$ cat config.mk
export PLATFORM = sky130hd
export DESIGN_NAME = mfp_eic_prio_arbiter
export DESIGN_NICKNAME = d
export VERILOG_FILES = /design/src/rtl/mfp_eic_prio_pkg.sv /design/src/rtl/mfp_eic_prio_enc.sv /design/src/rtl/mfp_eic_prio_arbiter.sv
export SDC_FILE = /design/constraint.sdc
export NUM_CORES = 1
export LEC_CHECK = 0
export ABC_AREA = 1
export CAP_MARGIN = 20
export CORE_ASPECT_RATIO = 0.8
export CORE_UTILIZATION = 47
export CTS_BUF_LIST = sky130_fd_sc_hd__clkbuf_4
export DETAILED_ROUTE_END_ITERATION = 7
export PLACE_DENSITY = 0.93
export SLEW_MARGIN = 30
export SYNTH_ARGS = -nofsm -noshare
export SYNTH_HDL_FRONTEND = slang
export SYNTH_SLANG_ARGS = --single-unit
$ cat constraint.sdc
create_clock -name CLK -period 3.7 [get_ports CLK]
set_input_delay 1.11 -clock CLK [delete_from_list [all_inputs] [get_ports CLK]]
set_output_delay 1.11 -clock CLK [all_outputs]
set_load 0.05 [all_outputs]
$ cat src/rtl/mfp_eic_prio_pkg.sv
// Shared types and constants for the MIPSfpga+ EIC priority arbiter.
// State encodings, blank length and the clog2 helper.
package mfp_eic_prio;

  typedef enum logic [1:0] {
    IDLE  = 2'd0,
    GRANT = 2'd1,
    BLANK = 2'd2
  } state_e;

  localparam logic [1:0] BLANK_CYCLES = 2'd2;

  function automatic int clog2(input int n);
    int r;
    r = 0;
    for (int i = 0; i < 31; i++) begin
      if ((1 << i) < n) r = i + 1;
    end
    return r;
  endfunction

endpackage

$ cat src/rtl/mfp_eic_prio_enc.sv
// Combinational highest-index encoder with detect.
// Parametrised on vector width N and index width W.
module mfp_eic_prio_enc #(
  parameter int N = 64,
  parameter int W = 6
) (
  input  logic [N-1:0] vec,
  output logic         detect,
  output logic [W-1:0] index
);

  always_comb begin
    detect = 1'b0;
    index  = '0;
    for (int i = 0; i < N; i++) begin
      if (vec[i]) begin
        detect = 1'b1;
        index  = W'(i);
      end
    end
  end

endmodule

$ cat src/rtl/mfp_eic_prio_arbiter.sv
// Registered priority arbiter with valid/ack grant handshake.
// Round-robin support is built only with MFP_EIC_PRIO_RR_EN defined.
module mfp_eic_prio_arbiter
  import mfp_eic_prio::*;
#(
  parameter  int N = 64,
  localparam int W = clog2(N)
) (
  input  logic         CLK,
  input  logic         RESETn,
  input  logic [N-1:0] in,
  input  logic [N-1:0] mask,
  input  logic         mode,
  output logic         out_valid,
  output logic [W-1:0] out_index,
  input  logic         out_ack
);

  state_e         state_q, state_d;
  logic [N-1:0]   s1_q, s1_d;
  logic [W-1:0]   idx_q, idx_d;
  logic [1:0]     blank_q, blank_d;
  logic [W-1:0]   ptr;
  logic [W:0]     sh;
  logic [2*N-1:0] dbl;
  logic [N-1:0]   rot;
  logic           det;
  logic [W-1:0]   enc_idx;
  logic [W-1:0]   idx;

`ifdef MFP_EIC_PRIO_RR_EN
  logic [W-1:0] p_q, p_d;

  assign ptr = mode ? p_q : '1;

  always_ff @(posedge CLK or negedge RESETn) begin
    if (!RESETn) p_q <= '1;
    else         p_q <= p_d;
  end
`else
  logic unused_mode;

  assign unused_mode = mode;
  assign ptr         = '1;
`endif

  // Rotate so line ptr sits at the top, encode, then rotate back.
  assign sh  = {1'b0, ptr} + (W+1)'(1);
  assign dbl = {s1_q, s1_q} >> sh;
  assign rot = dbl[N-1:0];
  assign idx = enc_idx + sh[W-1:0];

  mfp_eic_prio_enc #(
    .N(N),
    .W(W)
  ) u_enc (
    .vec   (rot),
    .detect(det),
    .index (enc_idx)
  );

  assign s1_d      = in & mask;
  assign out_valid = (state_q == GRANT);
  assign out_index = idx_q;

  always_comb begin
    state_d = state_q;
    idx_d   = idx_q;
    blank_d = blank_q;
`ifdef MFP_EIC_PRIO_RR_EN
    p_d     = p_q;
`endif
    unique case (state_q)
      IDLE: begin
        if (det) begin
          idx_d   = idx;
          state_d = GRANT;
        end
      end
      GRANT: begin
        if (out_ack) begin
          state_d = BLANK;
          blank_d = BLANK_CYCLES;
`ifdef MFP_EIC_PRIO_RR_EN
          if (mode) p_d = idx_q - W'(1);
`endif
        end else if (!s1_q[idx_q]) begin
          state_d = IDLE;
        end
      end
      BLANK: begin
        blank_d = blank_q - 2'd1;
        if (blank_q == 2'd1) state_d = IDLE;
      end
      default: state_d = IDLE;
    endcase
  end

  always_ff @(posedge CLK or negedge RESETn) begin
    if (!RESETn) begin
      state_q <= IDLE;
      s1_q    <= '0;
      idx_q   <= '0;
      blank_q <= '0;
    end else begin
      state_q <= state_d;
      s1_q    <= s1_d;
      idx_q   <= idx_d;
      blank_q <= blank_d;
    end
  end

endmodule

==> results of run 1 <==
[final timing paths]
path                                       endpoint  slack, ns  depth (start not counted)
max                        out_index[0]$_DFFE_PN0P_      -0.03                         63
max reg2reg                out_index[0]$_DFFE_PN0P_      -0.03                         63
min reg2reg                  blank_q[0]$_DFFE_PN0P_       0.56                          1
max in group asynchronous         rot[45]$_DFF_PN0_       2.72                          2
min                          blank_q[0]$_DFFE_PN0P_       0.56                          1
min in group asynchronous         rot[24]$_DFF_PN0_       0.69                          2
[report_power, final]
part | internal [µW] | switching (µW)
combinational | 388 | 608
clock | 202 | 285
sequential | 883 | 92.2
total | 1470 | 986
[routing by layer]
metal,wire length [µm],GRT usage
met1,4180,0.290
met2,5180,0.445
met3,856,0.0632
met4,233,0.105
met5,0,0
[state kept, by name, indices dropped and copies added, names as in the netlist]
| register | cells |
|---|---|
| state_q | 2 |
| out_index | 6 |
| blank_q | 2 |
| rot | 64 |
[Yosys cell counts]
cell type,count
nand2_1,168
nand3_1,16
a22oi_1,1
dfrtp_1,74
clkinv_1,2
ha_1,1
o21ai_0,18
o211ai_1,3
nand4_1,3
nor2_1,49
a21oi_2,1
o21bai_1,1
clkbuf_1,9
a41oi_1,2
nand3b_1,2
nor4_1,1
o21ai_1,29
o31ai_1,3
inv_2,6
a32oi_1,2
nor3_1,3
a21oi_1,37
inv_1,131
a31oi_1,2
[final cells by class]
type,instances,area (µm²),area share
inverters,139,522,0.0942
repair buffers,139,1390,0.252
clock buffers,9,67.6,0.0122
well taps,108,135,0.0244
multi-input cells,342,1500,0.271
flip-flops and latches,74,1850,0.334
clock inverters,7,70.1,0.0126
[what timing repair did]
item / 4_1_cts / 5_1_grt
resized for setup: 0 / 0
endpoints found under the setup margin: 0 / 1
endpoints found under the hold margin: 0 / 0
[kinds of logic after synthesis]
kind of cell | Yosys count
AND/OR/NAND/NOR | 242
flip-flops | 74
AO/OA/AOI/OAI | 99
buffers and inverters | 148
adder cells (fa/ha/maj) | 1
[stage by stage]
stage / setup slack (ns) / total power, µW / TNS (ns) / cell area, µm² / util
5_1_grt: -0.632 / 2610 / -0.632 / 5540 / 0.694
2_1_floorplan: 0.563 / 1580 / 0 / 3910 / -
3_3_place_gp: 0.186 / 1910 / 0 / 5400 / 0.677
6_report: -0.0273 / 2460 / -0.0273 / 5540 / 0.694
4_1_cts: 0.0216 / 2450 / 0 / 5540 / 0.694
3_5_place_dp: 0.103 / 1960 / 0 / 5400 / 0.677
==> impl_metrics.csv, run 1 <==
group,metric,value,unit
worst_setup_path,critical-path-top-delay-family,"simple AND/OR/NAND/NOR gates",
worst_setup_path,critPathMaxFanout,3,
clocking,cts_htree_levels,3,
worst_setup_path,start_kind,"flip-flop",
sta,fmax,268,MHz
yosys,ys_top_cells_by_area,"dfrtp_1 47%, nand2_1 16%, inv_1 13%, a21oi_1 4.7%, nor2_1 4.7%",
drt,wirelength,10500,µm
worst_setup_path,cp_slowest_cell,"dfrtp_1",
power,power.leakage,0.00303,µW
place,dp.cells,802,
clocking,clkSinkCount,74,
run_status,violations,"setup timing",
drt,drt_iter0_drc,246,
yosys,synth_area,3910,µm²
worst_setup_path,cp-startpoint,"rot[2]$_DFF_PN0_",
drt,wl_per_cell,12.8,µm
power,peakVddDrop,0.355,mV
worst_setup_path,crit_required,4.07,ns
clocking,clk_pin_slew,0.12,ns
yosys,synthCells,564,
sta,rsz0062_at_grt,"true",
worst_setup_path,path_common_cell,"nand2_1",
yosys,synth-xor-area-share,0,
run_status,status,"complete, but fails checks",
floorplan,coreArea,7980,µm²
clocking,cts-hold-fix-buffers,0,
finish,final_nets,838,
sta,worst_slew_pin_slew,0.845,ns
yosys,syn_avg_cell_area,6.93,µm²
worst_setup_path,path_buf_inv,1,
clocking,cts_tree,"done",
floorplan,chipWidth,104,µm
place,post-dp-hpwl,7860,µm
global_route,grt_max_degree,75,
yosys,synthAdderAreaFrac,0.00320,
yosys,synth_compound_area_frac,0.137,
sta,setup_ws,-0.0273,ns
yosys,seq_area_frac_synth,0.474,
floorplan,die-area,8680,µm²
worst_hold_path,hold_start,"blank_q[0]$_DFFE_PN0P_",
worst_setup_path,crit_path_end_kind,"flip-flop",
finish,layout_common_cells,"168 x nand2_1, 136 x clkdlybuf4s50_1, 131 x inv_1",
drt,firstDrtPassIters,5,
sta,slew_headroom,0.436,
global_route,grt.overflow.total,0,
sta,final.setup_skew,0.0105,ns
yosys,netlist.area_leader.share,0.474,
sta,setup_violations,1,
yosys,ys_seq_elements,74,
sta,period_minus_slack,3.73,ns
worst_setup_path,reg2reg_from,"rot[2]$_DFF_PN0_",
power,p_per_area,444,nW/µm²
worst_setup_path,critPathArrivalTime,4.09,ns
yosys,synth_top_area_cell,"dfrtp_1",
run,cap_violations,0,
floorplan,row_count,29,
drt,ant_nets,0,
finish,diodes,0,
finish,final_common_cell,"nand2_1",
yosys,yosysUniqueCellTypes,24,
finish,instances_no_fill,818,
floorplan,pin_count,139,
clocking,clk_latency,0.43,ns
finish,nFillCells,644,
sta,fin_crit_sh,1.01,
drt,drc_errors,0,
drt,viasPerCell,4.90,
yosys,synth.area.mux_share,0,
clocking,clockBufferDepth,2,
worst_setup_path,slowest_delay,0.40,ns
yosys,synth_top_family_by_area,"simple AND/OR/NAND/NOR gates",
drt,via_count,4006,
sta,hold-worst-slack,0.562,ns
finish,layout-drive-gt1-share,0.0366,
place,portBuffers,137,
yosys,synthSimpleGateAreaFrac,0.243,
finish,area_growth,41.8,%
place,place.gp.congestion,0.911,
clocking,cts_buffers,9,
global_route,grtUsageTotal,0.251,
clocking,cts_setup_buffers,0,
floorplan,initial_core_util,0.489,
floorplan,die_y,83.5,µm
global_route,grt_pass1_vias,4070,
yosys,synthesis.yosys.warnings,0,
global_route,antenna_found_initial,0,
sta,hold_violations,0,
worst_hold_path,min_path_type,"flip-flop to flip-flop",
global_route,grt_first_pass_wirelength,17300,µm
clocking,cts_root_buf,"clkbuf_4",
sta,drv_slew,0,
worst_setup_path,crit_type,"flip-flop to flip-flop",
yosys,synth_nets,697,
Note: power is estimated with default switching activity, not from simulation.
==> run 2: changes to the inputs <==
--- a/config.mk
+++ b/config.mk
@@ -10,6 +10,7 @@
 export CORE_ASPECT_RATIO = 0.8
 export CORE_UTILIZATION = 47
 export CTS_BUF_LIST = sky130_fd_sc_hd__clkbuf_4
+export CTS_CLUSTER_DIAMETER = 60
 export DETAILED_ROUTE_END_ITERATION = 7
 export PLACE_DENSITY = 0.93
 export SLEW_MARGIN = 30
==> results of run 2 <==
No change in the layout: final DEF, timing and power equal those of run 1.
==> run 3: changes to the inputs <==
==> constraint.sdc (replaced) <==
create_clock -name CLK -period 3.7 [get_ports CLK]
set_input_delay 0.925 -clock CLK [delete_from_list [all_inputs] [get_ports CLK]]
set_output_delay 0.925 -clock CLK [all_outputs]
set_load 0.05 [all_outputs]
==> impl_metrics.csv, run 3 (synthesis results as in run 1) <==
group,metric,value,unit
global_route,grtUsageTotal,0.253,
sta,worst_slew_pin_slew,0.807,ns
finish,multi_input_area,1500,µm²
clocking,cts_resized,0,
clocking,clk_pin_slew,0.12,ns
power,p_per_area,432,nW/µm²
global_route,grt_pass1_vias,4045,
floorplan,coreArea,7980,µm²
global_route,busiest_layer,"met2",
drt,wirelength,10300,µm
worst_setup_path,cp_slowest_cell,"dfrtp_1",
worst_setup_path,worst-r2r-setup-slack,0.02,ns
floorplan,row_count,29,
place,place_ws,0.117,ns
worst_setup_path,crit_type,"flip-flop to flip-flop",
worst_setup_path,slowest_delay,0.40,ns
worst_hold_path,min_path_type,"flip-flop to flip-flop",
global_route,grtUsageMet3,0.0546,
finish,largest_reg_flops,64,
worst_setup_path,critPathArrivalTime,4.04,ns
drt,drc_errors,0,
sta,final.setup_skew,0.0140,ns
global_route,grt_first_pass_wirelength,17400,µm
drt,viasPerCell,4.78,
sta,hold-worst-slack,0.547,ns
drt,drt_iter0_drc,224,
floorplan,chipWidth,104,µm
worst_setup_path,path_common_cell,"nand2_1",
clocking,cts_root_buf,"clkbuf_4",
place,portBuffers,137,
sta,fin_crit_sh,0.995,
worst_setup_path,crit_required,4.06,ns
floorplan,die_y,83.5,µm
finish,layout-drive-gt1-share,0.0366,
worst_hold_path,hold_start,"blank_q[0]$_DFFE_PN0P_",
worst_setup_path,rr_worst_depth,63,
finish,seqCellArea,1850,µm²
run,cap_violations,0,
clocking,clk_latency,0.43,ns
finish,finish.utilization,0.690,
sta,hold_violations,0,
drt,wl_per_cell,12.6,µm
drt,firstDrtPassIters,5,
place,post-dp-hpwl,7930,µm
worst_setup_path,reg2reg_from,"rot[2]$_DFF_PN0_",
global_route,use_met1,0.298,
worst_setup_path,start_kind,"flip-flop",
drt,ant_nets,0,
finish,nFillCells,691,
run_status,status,"finished, final reports clean",
finish,final_nets,838,
power,peakVddDrop,0.312,mV
worst_setup_path,critical-path-top-delay-family,"simple AND/OR/NAND/NOR gates",
global_route,grt_max_degree,75,
worst_hold_path,holdPathEnd,"blank_q[0]$_DFFE_PN0P_",
clocking,cts_tree,"done",
floorplan,pin_count,139,
floorplan,die-area,8680,µm²
power,power.leakage,0.00302,µW
finish,area_growth,41.0,%
worst_setup_path,crit_path_end_kind,"flip-flop",
finish,final_common_cell,"nand2_1",
worst_setup_path,path_buf_inv,1,
sta,rsz0062_at_grt,"true",
drt,via_count,3912,
clocking,clkSinkCount,74,
finish,diodes,0,
sta,setup_violations,0,
sta,fmax,272,MHz
sta,drv_slew,0,
clocking,cts_htree_levels,3,
finish,layout_common_cells,"168 x nand2_1, 136 x clkdlybuf4s50_1, 131 x inv_1",
worst_hold_path,min_path_cells,1,
clocking,cts-hold-fix-buffers,0,
sta,period_minus_slack,3.68,ns
clocking,clockBufferDepth,2,
worst_setup_path,critPathMaxFanout,3,
global_route,grt.overflow.total,0,
place,place.gp.congestion,0.908,
sta,slew_headroom,0.461,
worst_setup_path,timing.rr.end,"out_index[0]$_DFFE_PN0P_",
clocking,cts_setup_buffers,0,
global_route,use_met2,0.450,
clocking,cts_buffers,9,
global_route,antenna_found_initial,0,
sta,setup_ws,0.0168,ns
floorplan,initial_core_util,0.489,
-- run 3: cell types whose count changed in the layout (fill, tap and decap cells not counted) --
cell / previous run / this run
buf_12: 1 / 0
buf_6: 0 / 1
bufinv_16: 1 / 0
clkinv_2: 2 / 3
clkinv_4: 0 / 1
clkinvlp_4: 4 / 3
-- run 3: power breakdown --
| group | switching [µW] | internal, µW | leakage [µW] |
|---|---|---|---|
| logic | 596 | 388 | 0.00203 |
| registers | 89.8 | 883 | 0.000931 |
| clock network | 289 | 135 | 0.0000577 |
-- run 3: metrics by stage --
step	setup TNS, ns	total power (µW)	instance area [µm²]	std cells
global placement	0	1910	5390	802
finish	0	2380	5510	818
floorplan	0	1580	3910	564
CTS	0	2390	5500	818
detailed placement	0	1960	5390	802
global route	-0.679	2540	5510	818
-- run 3: area by class of cell --
class                      count  share of cell area
sequential                    74               0.336
multi-input combinational    342               0.272
timing repair buffer         139               0.252
inverter                     139              0.0948
tap                          108              0.0245
clock buffer                   9              0.0123
clock inverter                 7             0.00841
-- run 3: worst max path at each step --
| stage | from | endpoint | cells past startpoint |
|---|---|---|---|
| after global routing | rot[2]$_DFF_PN0_ | out_index[0]$_DFFE_PN0P_ | 63 |
| after global placement | rot[2]$_DFF_PN0_ | out_index[0]$_DFFE_PN0P_ | 63 |
| after floorplan | rot[2]$_DFF_PN0_ | out_index[0]$_DFFE_PN0P_ | 63 |
| after CTS | rot[2]$_DFF_PN0_ | out_index[0]$_DFFE_PN0P_ | 63 |
| after detailed placement | rot[2]$_DFF_PN0_ | out_index[0]$_DFFE_PN0P_ | 63 |
| final | rot[2]$_DFF_PN0_ | out_index[0]$_DFFE_PN0P_ | 63 |
-- run 3: metal layers --
| layer | part of all wire | wire [µm] | vias to the layer above |
|---|---|---|---|
| met5 | 0 | 0 | - |
| met4 | 0.016 | 169 | 0 |
| met1 | 0.42 | 4320 | 1750 |
| met3 | 0.066 | 683 | 17 |
| met2 | 0.50 | 5140 | 157 |
| li1 | - | - | 1988 |
